[config.mk]
export PLATFORM = sky130hd
export DESIGN_NAME = cp0_flat
export DESIGN_NICKNAME = d
export VERILOG_FILES = /design/src/rtl/cp0_if.sv /design/src/rtl/cp0.sv /design/src/flat_wrapper.sv
export SDC_FILE = /design/constraint.sdc
export NUM_CORES = 1
export LEC_CHECK = 0
export ABC_AREA = 1
export CAP_MARGIN = 10
export CORE_MARGIN = 3
export CORE_UTILIZATION = 44
export CTS_CLUSTER_DIAMETER = 30
export CTS_CLUSTER_SIZE = 25
export DETAILED_ROUTE_END_ITERATION = 10
export PLACE_DENSITY = 0.89
export SYNTH_ARGS = -nofsm -noshare
export SYNTH_HDL_FRONTEND = slang
export SYNTH_SLANG_ARGS = --single-unit
export TNS_END_PERCENT = 100
[constraint.sdc]
create_clock -name clk -period 2 [get_ports clk]
set_input_delay 0.4 -clock clk [delete_from_list [all_inputs] [get_ports clk]]
set_output_delay 0.4 -clock clk [all_outputs]
set_load 0.05 [all_outputs]
[src/rtl/cp0_if.sv]
// Pipeline <-> CP0 signal bundle: mfc0/mtc0 register port, commit-stage
// exception info, device interrupt lines and the request/return-address outputs.
interface cp0_if;
  logic [4:0]  A1;
  logic [4:0]  A2;
  logic [31:0] din;
  logic        WE;
  logic [31:0] pc;
  logic        BD;
  logic [4:0]  exccode;
  logic        EXLClr;
  logic [7:2]  HWInt;
  logic        Req;
  logic [31:0] EPC;
  logic [31:0] dataOut;

  modport slave (
    input  A1, A2, din, WE, pc, BD, exccode, EXLClr, HWInt,
    output Req, EPC, dataOut
  );

  modport master (
    output A1, A2, din, WE, pc, BD, exccode, EXLClr, HWInt,
    input  Req, EPC, dataOut
  );
endinterface

[src/rtl/cp0.sv]
// Coprocessor 0: SR/Cause/EPC/PRId, interrupt and exception arbitration,
// and the eret return address for the pipelined MIPS core.
module cp0 #(
  parameter logic [31:0] PRID = 32'h0000_4C43
) (
  input logic  clk,
  input logic  reset,
  cp0_if.slave bus
);

  typedef enum logic {NORMAL, HANDLER} exlState_t;

  exlState_t   r_state;
  exlState_t   w_stateNext;
  logic [5:0]  r_im;
  logic        r_ie;
  logic        r_bd;
  logic [5:0]  r_ip;
  logic [4:0]  r_excCode;
  logic [31:0] r_epc;

  logic        w_exl;
  logic        w_intReq;
  logic        w_excReq;
  logic        w_req;
  logic        w_writeSr;
  logic        w_writeEpc;
  logic [31:0] w_pcAligned;
  logic [31:0] w_sr;
  logic [31:0] w_cause;
  logic        w_unused;

  assign w_exl       = (r_state == HANDLER);
  assign w_intReq    = (|(bus.HWInt & r_im)) & r_ie & ~w_exl;
  assign w_excReq    = (bus.exccode != 5'd0) & ~w_exl;
  assign w_req       = w_intReq | w_excReq;
  assign w_writeSr   = bus.WE & ~w_req & (bus.A2 == 5'd12);
  assign w_writeEpc  = bus.WE & ~w_req & (bus.A2 == 5'd14);
  assign w_pcAligned = {bus.pc[31:2], 2'b00};

  // The EXL bit is the handler state; EXLClr overrides an mtc0 write of EXL.
  always_ff @(posedge clk or posedge reset) begin
    if (reset) begin
      r_state <= NORMAL;
    end else begin
      r_state <= w_stateNext;
    end
  end

  always_comb begin
    w_stateNext = r_state;
    if (w_req) begin
      w_stateNext = HANDLER;
    end else begin
      if (w_writeSr) begin
        w_stateNext = bus.din[1] ? HANDLER : NORMAL;
      end
      if (bus.EXLClr) begin
        w_stateNext = NORMAL;
      end
    end
  end

  always_ff @(posedge clk or posedge reset) begin
    if (reset) begin
      r_im      <= 6'd0;
      r_ie      <= 1'b0;
      r_bd      <= 1'b0;
      r_ip      <= 6'd0;
      r_excCode <= 5'd0;
      r_epc     <= 32'd0;
    end else begin
      r_ip <= bus.HWInt;
      if (w_req) begin
        r_bd      <= bus.BD;
        r_excCode <= w_intReq ? 5'd0 : bus.exccode;
        r_epc     <= bus.BD ? (w_pcAligned - 32'd4) : w_pcAligned;
      end else begin
        if (w_writeSr) begin
          r_im <= bus.din[15:10];
          r_ie <= bus.din[0];
        end
        if (w_writeEpc) begin
          r_epc <= bus.din;
        end
      end
    end
  end

  assign w_sr    = {16'd0, r_im, 8'd0, w_exl, r_ie};
  assign w_cause = {r_bd, 15'd0, r_ip, 3'd0, r_excCode, 2'b00};

  always_comb begin
    bus.dataOut = 32'd0;
    case (bus.A1)
      5'd12:   bus.dataOut = w_sr;
      5'd13:   bus.dataOut = w_cause;
      5'd14:   bus.dataOut = r_epc;
      5'd15:   bus.dataOut = PRID;
      default: bus.dataOut = 32'd0;
    endcase
  end

  assign bus.Req = w_req;
  assign bus.EPC = r_epc;

  // Write-data and PC bits that have no home in any register.
  assign w_unused = ^{bus.din[31:16], bus.din[9:2], bus.pc[1:0]};

endmodule
[src/flat_wrapper.sv]
// flat-port wrapper written by rule: the top's interface ports become plain ports
module cp0_flat 
#(
  parameter logic [31:0] PRID = 32'h0000_4C43
)
  (clk, reset, bus_A1, bus_A2, bus_din, bus_WE, bus_pc, bus_BD, bus_exccode, bus_EXLClr, bus_HWInt, bus_Req, bus_EPC, bus_dataOut);
  cp0_if bus_i ();
  input logic clk;
  input logic reset;
  input wire logic [$bits(bus_i.A1)-1:0] bus_A1;
  input wire logic [$bits(bus_i.A2)-1:0] bus_A2;
  input wire logic [$bits(bus_i.din)-1:0] bus_din;
  input wire logic [$bits(bus_i.WE)-1:0] bus_WE;
  input wire logic [$bits(bus_i.pc)-1:0] bus_pc;
  input wire logic [$bits(bus_i.BD)-1:0] bus_BD;
  input wire logic [$bits(bus_i.exccode)-1:0] bus_exccode;
  input wire logic [$bits(bus_i.EXLClr)-1:0] bus_EXLClr;
  input wire logic [$bits(bus_i.HWInt)-1:0] bus_HWInt;
  output wire logic [$bits(bus_i.Req)-1:0] bus_Req;
  output wire logic [$bits(bus_i.EPC)-1:0] bus_EPC;
  output wire logic [$bits(bus_i.dataOut)-1:0] bus_dataOut;
  assign bus_i.A1 = bus_A1;
  assign bus_i.A2 = bus_A2;
  assign bus_i.din = bus_din;
  assign bus_i.WE = bus_WE;
  assign bus_i.pc = bus_pc;
  assign bus_i.BD = bus_BD;
  assign bus_i.exccode = bus_exccode;
  assign bus_i.EXLClr = bus_EXLClr;
  assign bus_i.HWInt = bus_HWInt;
  assign bus_Req = bus_i.Req;
  assign bus_EPC = bus_i.EPC;
  assign bus_dataOut = bus_i.dataOut;
  cp0 #(.PRID(PRID)) u_core (.clk(clk), .reset(reset), .bus(bus_i));
endmodule
; Word level (Yosys, flattened, before mapping)
; Index checks and enable logic that the tools add are counted.
[word_totals]
word_cells = 38
regBits = 52
in_bits = 90
[classes]
n_addsub = 1
n_eq_ne = 6
n_bitwise = 10
mux = 9
n_reduce_logical = 5
[ops]
columns = cell, count
row1 = one-hot mux 32 bit (4 select lines), 1
row2 = two-way mux 32 bit, 3
row3 = "subtractor 32 x 3 -> 32 bit, second input constant", 1
row4 = "== test 5 x 4 -> 1 bit, second input constant", 6
row5 = AND 1 bit, 6
row6 = AND 6 bit, 1
row7 = OR reduction 6 bit, 1
row8 = two-way mux 5 bit, 1
row9 = nonzero test 5 bit, 1
row10 = two-way mux 1 bit, 4
row11 = nonzero test 3 bit, 1
row12 = NOT 1 bit, 2
row13 = AND reduction 2 bit, 1
row14 = nonzero test 2 bit, 1
row15 = OR 1 bit, 1

; Logic depth before layout (Yosys ltp)
[depth]
depth_word = 11
depth_mapped = 14
depth_no_buf = 14

; Worst setup path before layout
; OpenSTA, ideal clock, no wires.
[synth_timing]
kind = input -> output
from = in bus_A1[3]
to = out bus_dataOut[31]
t_arrival_ns = 1.807
setup_slack_ns = -0.207
t_required_ns = 1.600
path_stages = 4
cell_sequence = nand2_1 > nor2_1 > nand2_1 > o21ai_0
[synth_via]
elab_chain_len = 2
elab_cells_between_ends = 5
cone_classes = eq/ne (4) / mux (1)
[synth_lines]
columns = item, line
row1 = "start, declared", flat_wrapper.sv:10  ; input wire logic [$bits(bus_i.A1)-1:0] bus_A1;
row2 = == test 5 x 4 -> 1 bit, cp0.sv:95  ; case (bus.A1)
row3 = one-hot mux 32 bit (4 select lines) *, cp0.sv:95
row4 = "end, declared", flat_wrapper.sv:21  ; output wire logic [$bits(bus_i.dataOut)-1:0] bus_dataOut;
; Mark *: on every way between the ends. The rest lies on a longest branch, timed or not.

; Worst setup path in the final report
[layout_timing]
from = reg u_core.r_epc[12] (netlist: u_core.bus.EPC[12])
to = out bus_EPC[12]
[layout_lines]
columns = item, line
row1 = "start, declared", cp0.sv:20  ; logic [31:0] r_epc;
row2 = "start signal, assigned", cp0.sv:77  ; r_epc <= bus.BD ? (w_pcAligned - 32'd4) : w_pcAligned;
row3 = "start signal, assigned", cp0.sv:84  ; r_epc <= bus.din;
row4 = "end, declared", flat_wrapper.sv:20  ; output wire logic [$bits(bus_i.EPC)-1:0] bus_EPC;
; No word-level cell between the ends.

==> run summary <==
Total wire length - 15.1 mm
Critical path buffers and inverters - 1
Initial antenna violation count - 0
DRC viols - 0
First-pass GRT wire length - 23.6 mm
Slew Viols, Final - 0
Core Util, Final - 0.793
Placer Congestion - 0.887
CP arrival - 1570 ps
Root buf cell - clkbuf_8
Slew of the pin with the lowest slew margin - 551 ps
Die extent in x - 99.6 µm
GR Util All Layers - 0.301
Delay-heaviest family, CP - buffers and inverters
Clock buffer count from CTS - 5
Drt via density - 5.35
Status - finished, final reports clean
Cell Count, Final, Fillers Out - 882
Worst rel slew slack - 0.631
Synthesis-stage register bit count - 52
Cells along the critical path - clkdlybuf4s50_1
Htree depth - 2
Area after DPL - 6140 µm²
Core area - 8340 µm²
Syn-to-layout area delta - 71.7%
Peak Freq - 0.509 GHz
CP max stage delay - 830 ps
CP startpoint kind - flop
Worst Path Required - 1600 ps
Largest area contributor in the netlist - dfrtp_1
Fill cell count - 542
Post-Syn Instances - 578
Setup violations, final - 0
Unique masters post-synth - 37
Commonest cells in the netlist - nand2_1 (178), inv_1 (83), nor2_1 (81), dfrtp_1 (52), nand3_1 (47)
Top cells by area, synth - dfrtp_1 (34%), nand2_1 (17%), inv_1 (8.1%)
Seq/Total Area, Yosys - 0.338
Initial Util - 0.462
DP Wirelength - 11.5 mm
Clock slew at reported path FFs - 100 ps
Setup CP Type - flop to primary output
Crit path capture type - primary output
Slowest CP cell - clkdlybuf4s50_1
Ratio of cells with drive above 1 in the final layout - 0.232
Post-synthesis async set-or-reset flop share - 1.00
Hold Vio Cnt, Final - 0
MaxCap Viol Count - 0
Crit-path max FO - 3
Pre-CTS WS - -307 ps
Largest net degree at the start of global routing - 53
N_diodes - 0
CTS tree - yes
Pleak - 3.12 nW
Total die area - 9910 µm²
Synth Area per Inst - 6.67 µm²
Rows - 33
Nets@finish - 868
Final Critical Period - 1970 ps
Drt first pass iters - 5
Post-synth EDFFs - 0
DR vias - 4720
IO Count - 155
GRT overflow - 0
Mapped Nets - 669
Vias in the first global route - 4705
Clock Tree Buf Depth - 2
Inst Count DP - 867
Ys flop type - dfrtp_1
Final period util - 0.983
Cell Pwr Density - 1060 nW/µm²
Top cell type's share of synthesized area - 0.338
Setup TNS - 0 ps
Routed length per placed instance - 17.1 µm
Cell area after synthesis - 3850 µm²
Clock sink count - 52
Hold crit path type - primary input to flop
Initial DRC Count - 316
ANT nets after route - 0
Total power - 7.04 mW
Post-route setup slack - 34.8 ps
Die height - 99.6 µm
Buffers added on ports - 152
Clock Skew - 8.27 ps
Worst hold slack - 271 ps
Synth Warn # - 0
Most instantiated library cell after synthesis - nand2_1
Design area - 6620 µm²
Clock latency on the worst-skew pair - 310 ps
Worst vdd ir - 0.000457 V
-- worst reg2reg max path: stages (launching register included) --
cell     delay [ps]
dfrtp_1         420
nand2_1          80
nand2_1          70
nor2_2          110
nand2_2          80
nand3_4          90
nand2_8          70
buf_6           150
buf_4           140
nor3_4          180
buf_4           180
nand2_2          80
nand3_2          60
-- cells by family after synthesis --
group,after synthesis,share of synthesized area
compound gates,57,0.0994
xor+xnor,10,0.0227
fa+ha+maj,1,0.00325
buf+inv,104,0.120
flops,52,0.338
simple gates,354,0.416
-- worst paths after layout --
path,endpoint,cells past startpoint,slack [ps],startpoint
min in group asynchronous,u_core.bus.EPC[27]$_DFFE_PP0P_,3,460,reset
max in group asynchronous,u_core.r_excCode[2]$_DFFE_PP0P_,3,1290,reset
worst max-delay path,bus_EPC[12],1,30,u_core.bus.EPC[12]$_DFFE_PP0P_
worst min-delay path,u_core.r_ip[1]$_DFF_PP0_,1,270,bus_HWInt[1]
worst min register to register,u_core.r_im[2]$_DFFE_PP0P_,2,550,u_core.r_im[2]$_DFFE_PP0P_
worst max register to register,u_core.bus.EPC[12]$_DFFE_PP0P_,12,220,u_core.r_im[5]$_DFFE_PP0P_
-- power breakdown --
group / internal (mW) / switching, mW
Clock: 0.493 / 0.355
Combinational: 1.56 / 2.87
Sequential: 1.46 / 0.299
-- layout by cell type (no fill, tap or decap), types with 2 or more instances in the layout --
cell type and n:
buf_12 37, buf_4 46, buf_6 5, bufinv_16 2, clkbuf_8 5, clkdlybuf4s50_1 105
dfrtp_1 52, dlygate4sd2_1 6, dlymetal6s2s_1 7, inv_1 77, inv_2 9, nand2_1 174
nand2_2 5, nand2_8 2, nand3_1 46, nand3_2 4, nand3_4 4, nand4_1 11
nor2_1 59, nor2_2 15, nor2_4 15, o211ai_1 8, o21ai_0 13, o21ai_1 11
o21ai_2 13, o21ai_4 2, o21bai_1 2, o22ai_4 4, or2_0 8, or2_1 4
or2_2 2, xor2_1 10
-- state kept, by name, indices dropped and copies added, names as in the netlist --
signal,count
u_core.r_ip,6
u_core.bus.EPC,32
u_core.r_state,1
u_core.r_excCode,5
u_core.r_im,6
u_core.r_bd,1
u_core.r_ie,1
-- layout make-up --
| type | count | area, µm² | share of cell area |
|---|---|---|---|
| clock buffer | 5 | 68.8 | 0.0104 |
| inverter | 88 | 340 | 0.0514 |
| clock inverter | 2 | 60.1 | 0.00908 |
| tap | 105 | 131 | 0.0199 |
| sequential | 52 | 1300 | 0.197 |
| timing repair buffer | 208 | 2380 | 0.359 |
| multi-input combinational | 422 | 2340 | 0.353 |
-- repair_timing --
item                                   in CTS  in global routing
resized for setup                          58                 21
buffers inserted                            2                  6
cloned                                      1                  0
endpoints found under the hold margin       0                  0
pin swaps                                   9                  7
hold buffers                                0                  0
setup endpoints to repair                  33                 50
-- routing by layer --
| metal | GRT usage | vias to the layer above | share of wire |
|---|---|---|---|
| met5 | 0 | - | 0 |
| met4 | 0.103 | 0 | 0.033 |
| met3 | 0.0379 | 43 | 0.070 |
| met2 | 0.540 | 256 | 0.51 |
| met1 | 0.370 | 2222 | 0.38 |
| li1 | - | 2199 | - |
No activity file was read; power rests on OpenSTA's default activity.
